==> src/rtl/shift_sequencer.sv <==
// Multi-cycle barrel shifter/rotator built from four power-of-two stages.
// Stage k (amount 2^k) is applied in its own cycle when cnt[k] is set.
// Build option SHIFT_FASTPATH_EN: skip stages whose cnt bit is clear, so
// latency becomes popcount(cnt)+1 and cnt=0 completes with busy never high.
// Without SHIFT_FASTPATH_EN all four stages run, for a fixed five-cycle
// start-to-done latency.
module shift_sequencer #(
  parameter int unsigned WIDTH = 16
) (
  input  logic             clk,
  input  logic             rst,
  input  logic             start,
  input  logic [1:0]       op,
  input  logic [WIDTH-1:0] in_data,
  input  logic [3:0]       cnt,
  output logic             busy,
  output logic             done,
  output logic [WIDTH-1:0] out_data
);

  localparam int unsigned AMT_W = 5;

  localparam logic [1:0] OP_ROL = 2'b00;
  localparam logic [1:0] OP_SLL = 2'b01;
  localparam logic [1:0] OP_ROR = 2'b10;
  localparam logic [1:0] OP_SRA = 2'b11;

  typedef enum logic [1:0] {
    ST_IDLE  = 2'd0,
    ST_SHIFT = 2'd1,
    ST_DONE  = 2'd2
  } state_t;

  state_t           state_q, state_d;
  logic [1:0]       op_q, op_d;
  logic [3:0]       cnt_q, cnt_d;
  logic [WIDTH-1:0] acc_q, acc_d;
  logic [1:0]       stage_q, stage_d;
  logic [WIDTH-1:0] out_q, out_d;
  logic             busy_q, busy_d;
  logic             done_q, done_d;

  logic [WIDTH-1:0] stage_res;
  logic [WIDTH-1:0] stage_val;

  // One stage: apply op by 2^k to the value entering the stage.
  function automatic logic [WIDTH-1:0] stage_xform(
    input logic [1:0]       f_op,
    input logic [1:0]       k,
    input logic [WIDTH-1:0] a
  );
    logic [AMT_W-1:0] amt;
    logic [AMT_W-1:0] inv;
    amt = AMT_W'(1) << k;
    inv = AMT_W'(WIDTH) - amt;
    case (f_op)
      OP_ROL:  stage_xform = (a << amt) | (a >> inv);
      OP_SLL:  stage_xform = a << amt;
      OP_ROR:  stage_xform = (a >> amt) | (a << inv);
      OP_SRA:  stage_xform = WIDTH'($signed(a) >>> amt);
      default: stage_xform = a;
    endcase
  endfunction

`ifdef SHIFT_FASTPATH_EN
  logic [2:0] first_stage;
  logic [2:0] next_stage;

  // Lowest set bit index >= from; 3'd4 when there is none.
  function automatic logic [2:0] lowest_set_from(
    input logic [3:0] bits,
    input logic [2:0] from
  );
    lowest_set_from = 3'd4;
    for (int i = 3; i >= 0; i--) begin
      if (bits[i] && (3'(i) >= from)) begin
        lowest_set_from = 3'(i);
      end
    end
  endfunction
`endif

  // Next-state, datapath and output computation.
  always_comb begin
    state_d   = state_q;
    op_d      = op_q;
    cnt_d     = cnt_q;
    acc_d     = acc_q;
    stage_d   = stage_q;
    out_d     = out_q;
    stage_res = stage_xform(op_q, stage_q, acc_q);
    stage_val = cnt_q[stage_q] ? stage_res : acc_q;
`ifdef SHIFT_FASTPATH_EN
    first_stage = lowest_set_from(cnt, 3'd0);
    next_stage  = lowest_set_from(cnt_q, 3'(stage_q) + 3'd1);
`endif

    unique case (state_q)
      ST_IDLE, ST_DONE: begin
        if (start) begin
          op_d  = op;
          cnt_d = cnt;
          acc_d = in_data;
`ifdef SHIFT_FASTPATH_EN
          if (first_stage[2]) begin
            // Nothing to shift: the operand is already the result.
            state_d = ST_DONE;
            stage_d = 2'd0;
            out_d   = in_data;
          end else begin
            state_d = ST_SHIFT;
            stage_d = first_stage[1:0];
          end
`else
          state_d = ST_SHIFT;
          stage_d = 2'd0;
`endif
        end else begin
          state_d = ST_IDLE;
        end
      end

      ST_SHIFT: begin
        acc_d = stage_val;
`ifdef SHIFT_FASTPATH_EN
        if (next_stage[2]) begin
          state_d = ST_DONE;
          stage_d = 2'd0;
          out_d   = stage_val;
        end else begin
          stage_d = next_stage[1:0];
        end
`else
        if (stage_q == 2'd3) begin
          state_d = ST_DONE;
          stage_d = 2'd0;
          out_d   = stage_val;
        end else begin
          stage_d = stage_q + 2'd1;
        end
`endif
      end

      default: begin
        state_d = ST_IDLE;
        stage_d = 2'd0;
      end
    endcase

    busy_d = (state_d == ST_SHIFT);
    done_d = (state_d == ST_DONE);
  end

  // State and datapath registers with asynchronous reset.
  always_ff @(posedge clk or posedge rst) begin
    if (rst) begin
      state_q <= ST_IDLE;
      op_q    <= 2'd0;
      cnt_q   <= 4'd0;
      acc_q   <= '0;
      stage_q <= 2'd0;
      out_q   <= '0;
      busy_q  <= 1'b0;
      done_q  <= 1'b0;
    end else begin
      state_q <= state_d;
      op_q    <= op_d;
      cnt_q   <= cnt_d;
      acc_q   <= acc_d;
      stage_q <= stage_d;
      out_q   <= out_d;
      busy_q  <= busy_d;
      done_q  <= done_d;
    end
  end

  assign busy     = busy_q;
  assign done     = done_q;
  assign out_data = out_q;

endmodule
==> config.mk <==
export PLATFORM = sky130hd
export DESIGN_NAME = shift_sequencer
export DESIGN_NICKNAME = d
export VERILOG_FILES = /design/src/rtl/shift_sequencer.sv
export SDC_FILE = /design/constraint.sdc
export NUM_CORES = 1
export LEC_CHECK = 0
export BUFFER_PORTS_ARGS = -buffer_cell sky130_fd_sc_hd__buf_2
export CORE_ASPECT_RATIO = 0.9
export CORE_MARGIN = 2
export CORE_UTILIZATION = 55
export CTS_CLUSTER_DIAMETER = 40
export DETAILED_ROUTE_END_ITERATION = 8
export PLACE_DENSITY = 0.77
export SLEW_MARGIN = 20
export SYNTH_ARGS = -nofsm -noshare
export SYNTH_HDL_FRONTEND = slang
export SYNTH_SLANG_ARGS = --single-unit
==> constraint.sdc <==
create_clock -name clk -period 3.05 [get_ports clk]
set_input_delay 0.1525 -clock clk [delete_from_list [all_inputs] [get_ports clk]]
set_output_delay 0.1525 -clock clk [all_outputs]
set_load 0.05 [all_outputs]
==> results of run 1 <==
flip-flops by register name, summed over array words and instances, names as in the netlist:
signal and flops:
out_data 16, op_q 2, done 1, acc_q 16
state_q 2, busy 1, cnt_q 4, stage_q 2
layer usage:
| metal | vias to the layer above | GRT usage | wire (µm) |
|---|---|---|---|
| met2 | 360 | 0.5657 | 7194 |
| li1 | 1980 | - | - |
| met3 | 68 | 0.08210 | 1961 |
| met4 | 0 | 0.1868 | 836 |
| met5 | - | 0 | 0 |
| met1 | 2221 | 0.5069 | 6545 |
per-stage QoR:
step | hold WS, ns | worst slack, ns | util
after floorplan | 0.2388 | 0.1764 | -
after global placement | 0.3417 | 0.3061 | 0.6025
after detailed placement | 0.3483 | 0.2362 | 0.6025
after CTS | 0.03621 | 0.2146 | 0.6127
after global routing | 0.04765 | 0.01556 | 0.6127
final | 0.02330 | 0.1997 | 0.6127
synthesized netlist by cell type (8+ instances only):
library cell / count / area, µm²
inv_1: 9 / 33.78
dfrtp_1: 44 / 1101
nand3_1: 9 / 45.04
mux2_2: 14 / 157.7
nand2_1: 68 / 255.2
mux2i_1: 34 / 340.3
nand2b_1: 8 / 50.05
mux4_2: 23 / 518.0
o21ai_0: 39 / 195.2
nor2_1: 32 / 120.1
o31ai_1: 9 / 67.56
a22oi_1: 14 / 105.1
clkbuf_1: 35 / 131.4
a21oi_1: 32 / 160.2
final cells by class:
class	instances	area, µm²
Inverter	14	52.55
Sequential cell	44	1101
Timing Repair Buffer	78	505.5
Clock buffer	5	68.82
Multi-Input combinational cell	400	3008
Tap cell	99	123.9
Clock inverter	2	12.51
Fill cell	711	3079
cell families (layout without fill, tap and decap cells):
family,count (synthesis),count (layout),synth area share
and+or+nand+nor,152,152,0.1610
AOI/OAI and AO/OA,166,166,0.2484
DFF,44,44,0.2473
xor gates and xnor gates,1,1,0.006182
adders and majority gates,6,6,0.01686
buffers and inverters,71,99,0.07895
muxes,75,75,0.2414
worst max-delay path, stage by stage, from the launching register on:
cell	delay [ns]
dfrtp_1	0.43
inv_1	0.16
ha_2	0.40
buf_4	0.25
mux2_2	0.35
mux4_2	0.49
and3_4	0.20
nor4_2	0.33
o211ai_1	0.12
worst max path at each step:
stage	from	end	slack (ns)
3_3_place_gp	stage_q[1]	out_data[14]	0.31
6_report	stage_q[1]	out_data[14]	0.20
2_1_floorplan	stage_q[0]	acc_q[9]	0.18
4_1_cts	stage_q[1]	out_data[14]	0.21
3_5_place_dp	stage_q[1]	out_data[14]	0.24
5_1_grt	stage_q[1]	out_data[10]	0.02
==> results.md, run 1 <==
* Status: finished clean
* Final Instance Area at 0.004872 mm²
* First-pass GRT wire length at 24,790 µm
* DRT iter0 DRCs at 511
* Critical Path Source Type: flip-flop
* Commonest non-fill, non-tap cell in the layout: nand2_1
* PortBufs at 42
* Initial Utilization at 0.5600
* Remaining Overflow, GRT at 0
* CTS root buffer: clkbuf_8
* Area post-placement at about 0.0048 mm²
* Wire length per cell at 25.76 µm
* Initial antenna violation count at 0
* Post-route ant nets at 0
* CTS buffer count at 5
* Layout Cells excl Fill at 642
* RSZ-0062 raised after global routing: no
* Syn Nets at 546
* Final TNS setup at 0 ns
* Placed wire-length estimate at 11,960 µm
* Row count at 31
* Synthesis Warnings at 0
* DRC at 0
* Cells after Synth at approximately 520
* Syn_area_per_cell at 8.647 µm²
* Final-report setup violation count at 0
* R2r endpoint: out_data[14]
* Worst Skew at approximately 0.0066 ns
* Fraction of registers with async set/reset at 1.000
* Max-cap viol count at 0
* Worst path required time at between 3 and 4 ns
* DR vias/cell at 7.210
* Critical R2R Launch: stage_q[1]
* Seq cells post-synth at 44
* Max H-tree Level at 2
* Shortest period the worst path allows at 2.850 ns
* R2R cell count at 8
* Via total after detailed routing at 4,629
* Worst Hold Class: in -> async
* Clk_lat worst skew at 0.31 ns
* Least-Margin Pin Slew at between 1 and 1.5 ns
* Core area at about 0.0080 mm²
* Number of synthesized flops with an enable pin at 0
* Die width at 98.85 µm
* Antenna Cells at 0
* Period utilization at 0.9345
* Mapped Area at 0.004453 mm²
* CTS clk-pin slew, worst paths at 0.09 ns
* Arrival time at the worst endpoint at around 3.0 ns
* Setup Fix Bufs, Post-CTS at 0
* Area Overhead vs Synth at 9.413%
* Slew Viols, Final at 0
* Layout cells sized above 1 at 0.2597
* Main synth FF type: dfrtp_1
* Nets at 574
* DR pass1 iterations at 5
* Fmax achieved at between 300 and 400 MHz
* Final hold violation count at 0
* Relative slew slack at 0.2981
* Dpl cells at 635
* Vias in the first global route at 4,216
* Sink Count at 44
* Most frequent cells in the layout: nand2_1 (68), dfrtp_1 (44), buf_2 (42)
* Die Ht at 89.36 µm
* CTS tree: done
* Detailed-route wire length at approximately 17,000 µm
* Io pins at 43
* Crit end category: flip-flop
* CP Class: reg -> reg
* Global placement routability congestion at 1.008
* Worst-path maximum fanout at 11
* Hold buffers post-CTS at 0
* Post_cts resized at 0
* Total global-route track usage at 0.3722
* Seq/Total Area, Yosys at 0.2473
* Largest net degree at the start of global routing at 45
* Clock Path Buffers at 2
* Worst R2R Setup Slack at 0.20 ns
* Die ar. at 0.008833 mm²
* Yosys cell types at a little over 70
Power of run 1 is left out: the tool's default activity adds up to more than one toggle a clock period on the data nets, which glitch-free logic cannot reach.
==> inputs of run 2 (changes only) <==
--- a/config.mk
+++ b/config.mk
@@ -7,11 +7,12 @@
 export LEC_CHECK = 0
 export BUFFER_PORTS_ARGS = -buffer_cell sky130_fd_sc_hd__buf_2
 export CORE_ASPECT_RATIO = 0.9
-export CORE_MARGIN = 2
-export CORE_UTILIZATION = 55
+export CORE_MARGIN = 1.5
+export CORE_UTILIZATION = 60
+export CTS_BUF_LIST = sky130_fd_sc_hd__clkbuf_4 sky130_fd_sc_hd__clkbuf_8 sky130_fd_sc_hd__clkbuf_16
 export CTS_CLUSTER_DIAMETER = 40
 export DETAILED_ROUTE_END_ITERATION = 8
-export PLACE_DENSITY = 0.77
+export PLACE_DENSITY = 0.8
 export SLEW_MARGIN = 20
 export SYNTH_ARGS = -nofsm -noshare
 export SYNTH_HDL_FRONTEND = slang
==> constraint.sdc (replaced) <==
create_clock -name clk -period 3.5 [get_ports clk]
set_input_delay 0.175 -clock clk [delete_from_list [all_inputs] [get_ports clk]]
set_output_delay 0.175 -clock clk [all_outputs]
set_load 0.05 [all_outputs]
==> run 2 against run 1 <==
Fmax down 11%. Sequential share of layout area rose by 0.65 points. Core utilization up 5.3 points. Die area shrank 10%. Clock skew down 0.0021 ns. Global-route usage rose by 5.3 points.
==> results.md, run 2 (synthesis results as in run 1) <==
* Wire length per cell at 25.94 µm (+0.69%)
* Top Layer Used: met4
* Post-route ant nets at 0 (unchanged)
* Arrival time at the worst endpoint at 3.39 ns (+0.35 ns)
* Detailed-route wire length at 16,080 µm (-2.8%)
* CTS root buffer: clkbuf_8
* Filler cells at 608 (-14%)
* PortBufs at 42 (unchanged)
* Layout Cells excl Fill at 620 (-3.4%)
* Largest net degree at the start of global routing at 45 (unchanged)
* Relative slew slack at 0.3106 (+0.01249)
* Met1 Wirelength at 6181 µm (-5.6%)
* Least-Margin Pin Slew at 1.032 ns (-0.01870 ns)
* Via total after detailed routing at 4,606 (-0.50%)
* Max H-tree Level at 2 (unchanged)
* Row count at 29 (-6.5%)
* Hold buffers post-CTS at 0 (unchanged)
* Worst-path maximum fanout at 11 (unchanged)
* Final hold violation count at 0 (unchanged)
* Status: finished clean
* Clock Path Buffers at 2 (unchanged)
* Shortest period the worst path allows at 3.209 ns (+0.3589 ns)
* Routed wl met3 at 2101 µm (+7.1%)
* Global placement routability congestion at 1.009 (about the same)
* DR pass1 iterations at 7 (+2)
* Worst Hold Class: in -> async
* Initial antenna violation count at 0 (unchanged)
* Antenna Cells at 0 (unchanged)
* Initial Utilization at 0.6261 (+0.06611)
* WL met2 at 7031 µm (-2.3%)
* Final-report setup violation count at 0 (unchanged)
* Critical Path Source Type: flip-flop
* Period utilization at 0.9169 (-0.01761)
* Area Overhead vs Synth at 6.350%
* Cells along the critical path: inv_1 -> ha_2 -> buf_4 -> mux2i_2 -> mux2_2 -> o21ai_0 -> a21oi_1 -> a31oi_1 -> a221o_1
* Vias in the first global route at 4,526 (+7.4%)
* Fmax achieved at 311.6 MHz (-11%)
* DRC at 0 (unchanged)
* Core area at 0.007112 mm² (-11%)
* Remaining Overflow, GRT at 0 (unchanged)
* Layout cells sized above 1 at 0.2372 (-0.02248)
* RSZ-0062 raised after global routing: no
* Max-cap viol count at 0 (unchanged)
* Setup Fix Bufs, Post-CTS at 0 (unchanged)
* Sink Count at 44 (unchanged)
* Fin util at 0.6659 (+0.05316)
* Slowest cell on crit path: ha_2
* Final TNS setup at 0 ns (unchanged)
* Post_cts resized at 0 (unchanged)
* Slew Viols, Final at 0 (unchanged)
* Placed wire-length estimate at 11,170 µm (-6.6%)
* CTS tree: done
* Worst path required time at 3.68 ns (+0.44 ns)
* Dpl cells at 612 (-3.6%)
* First-pass GRT wire length at 25,550 µm (+3.1%)
* Clk_lat worst skew at 0.30 ns (about the same)
* CP Class: reg -> reg
* Commonest non-fill, non-tap cell in the layout: nand2_1
* Worst R2R Setup Slack at 0.29 ns (+0.09 ns)
* CTS clk-pin slew, worst paths at 0.09 ns (about the same)
* DR vias/cell at 7.429 (+3.0%)
* Worst Skew at 0.004415 ns (-0.002138 ns)
* Slowest stage delay, CP at 0.57 ns (+0.08 ns)
* Nets at 557 (-3.0%)
* Die ar. at 0.007949 mm² (-10%)
* Most frequent cells in the layout: nand2_1 (68), dfrtp_1 (44), buf_2 (42)
* Total global-route track usage at 0.4249 (+0.05272)
* Die width at 93.81 µm (-5.1%)
* Die Ht at 84.73 µm (-5.2%)
* DRT iter0 DRCs at 599 (+17%)
* Crit end category: flip-flop
* CTS buffer count at 5 (unchanged)
* Io pins at 43 (unchanged)
## run 2: path summary, 6_finish.rpt
check                                    end  cells past startpoint   startpoint
min in group clk                    cnt_q[2]                      3       cnt[2]
worst min register to register   out_data[9]                      2  out_data[9]
worst min-delay path                acc_q[5]                      2          rst
worst max register to register     acc_q[12]                      9   stage_q[1]
max in group asynchronous       out_data[10]                      2          rst
worst max-delay path               acc_q[12]                      9   stage_q[1]
## run 2: final cells by class
class                   count  area [µm²]  share of cell area
multi-input cells         400        3008              0.6351
flip-flops and latches     44        1101              0.2325
repair buffers             61       365.4             0.07715
well taps                  93       116.4             0.02457
clock buffers               6       76.32             0.01612
inverters                  14       52.55             0.01110
clock inverters             2       16.27            0.003435
## run 2: critical path: cells and delay by family (launching register included)
kind            cells  cell delay (ns)
buf+inv             2             0.44
fa+ha+maj           1             0.57
mux                 2             0.67
compound gates      4             0.95
flops               1             0.45
## run 2: through the flow
stage                     area (µm²)  setup slack (ns)  hold slack, ns
after floorplan                 4453            0.6264          0.2613
after global placement          4643            0.5166          0.3625
after detailed placement        4643            0.4681          0.3686
after CTS                       4736            0.4360         0.05705
after global routing            4736            0.1852         0.08007
final                           4736            0.2907         0.05792
## run 2: per-layer routing
layer,vias up,global-route usage
li1,1953,-
met1,2175,0.5824
met2,408,0.6357
met3,70,0.1114
met4,0,0.1832
met5,-,0
Power of run 2 is left out for the same reason.
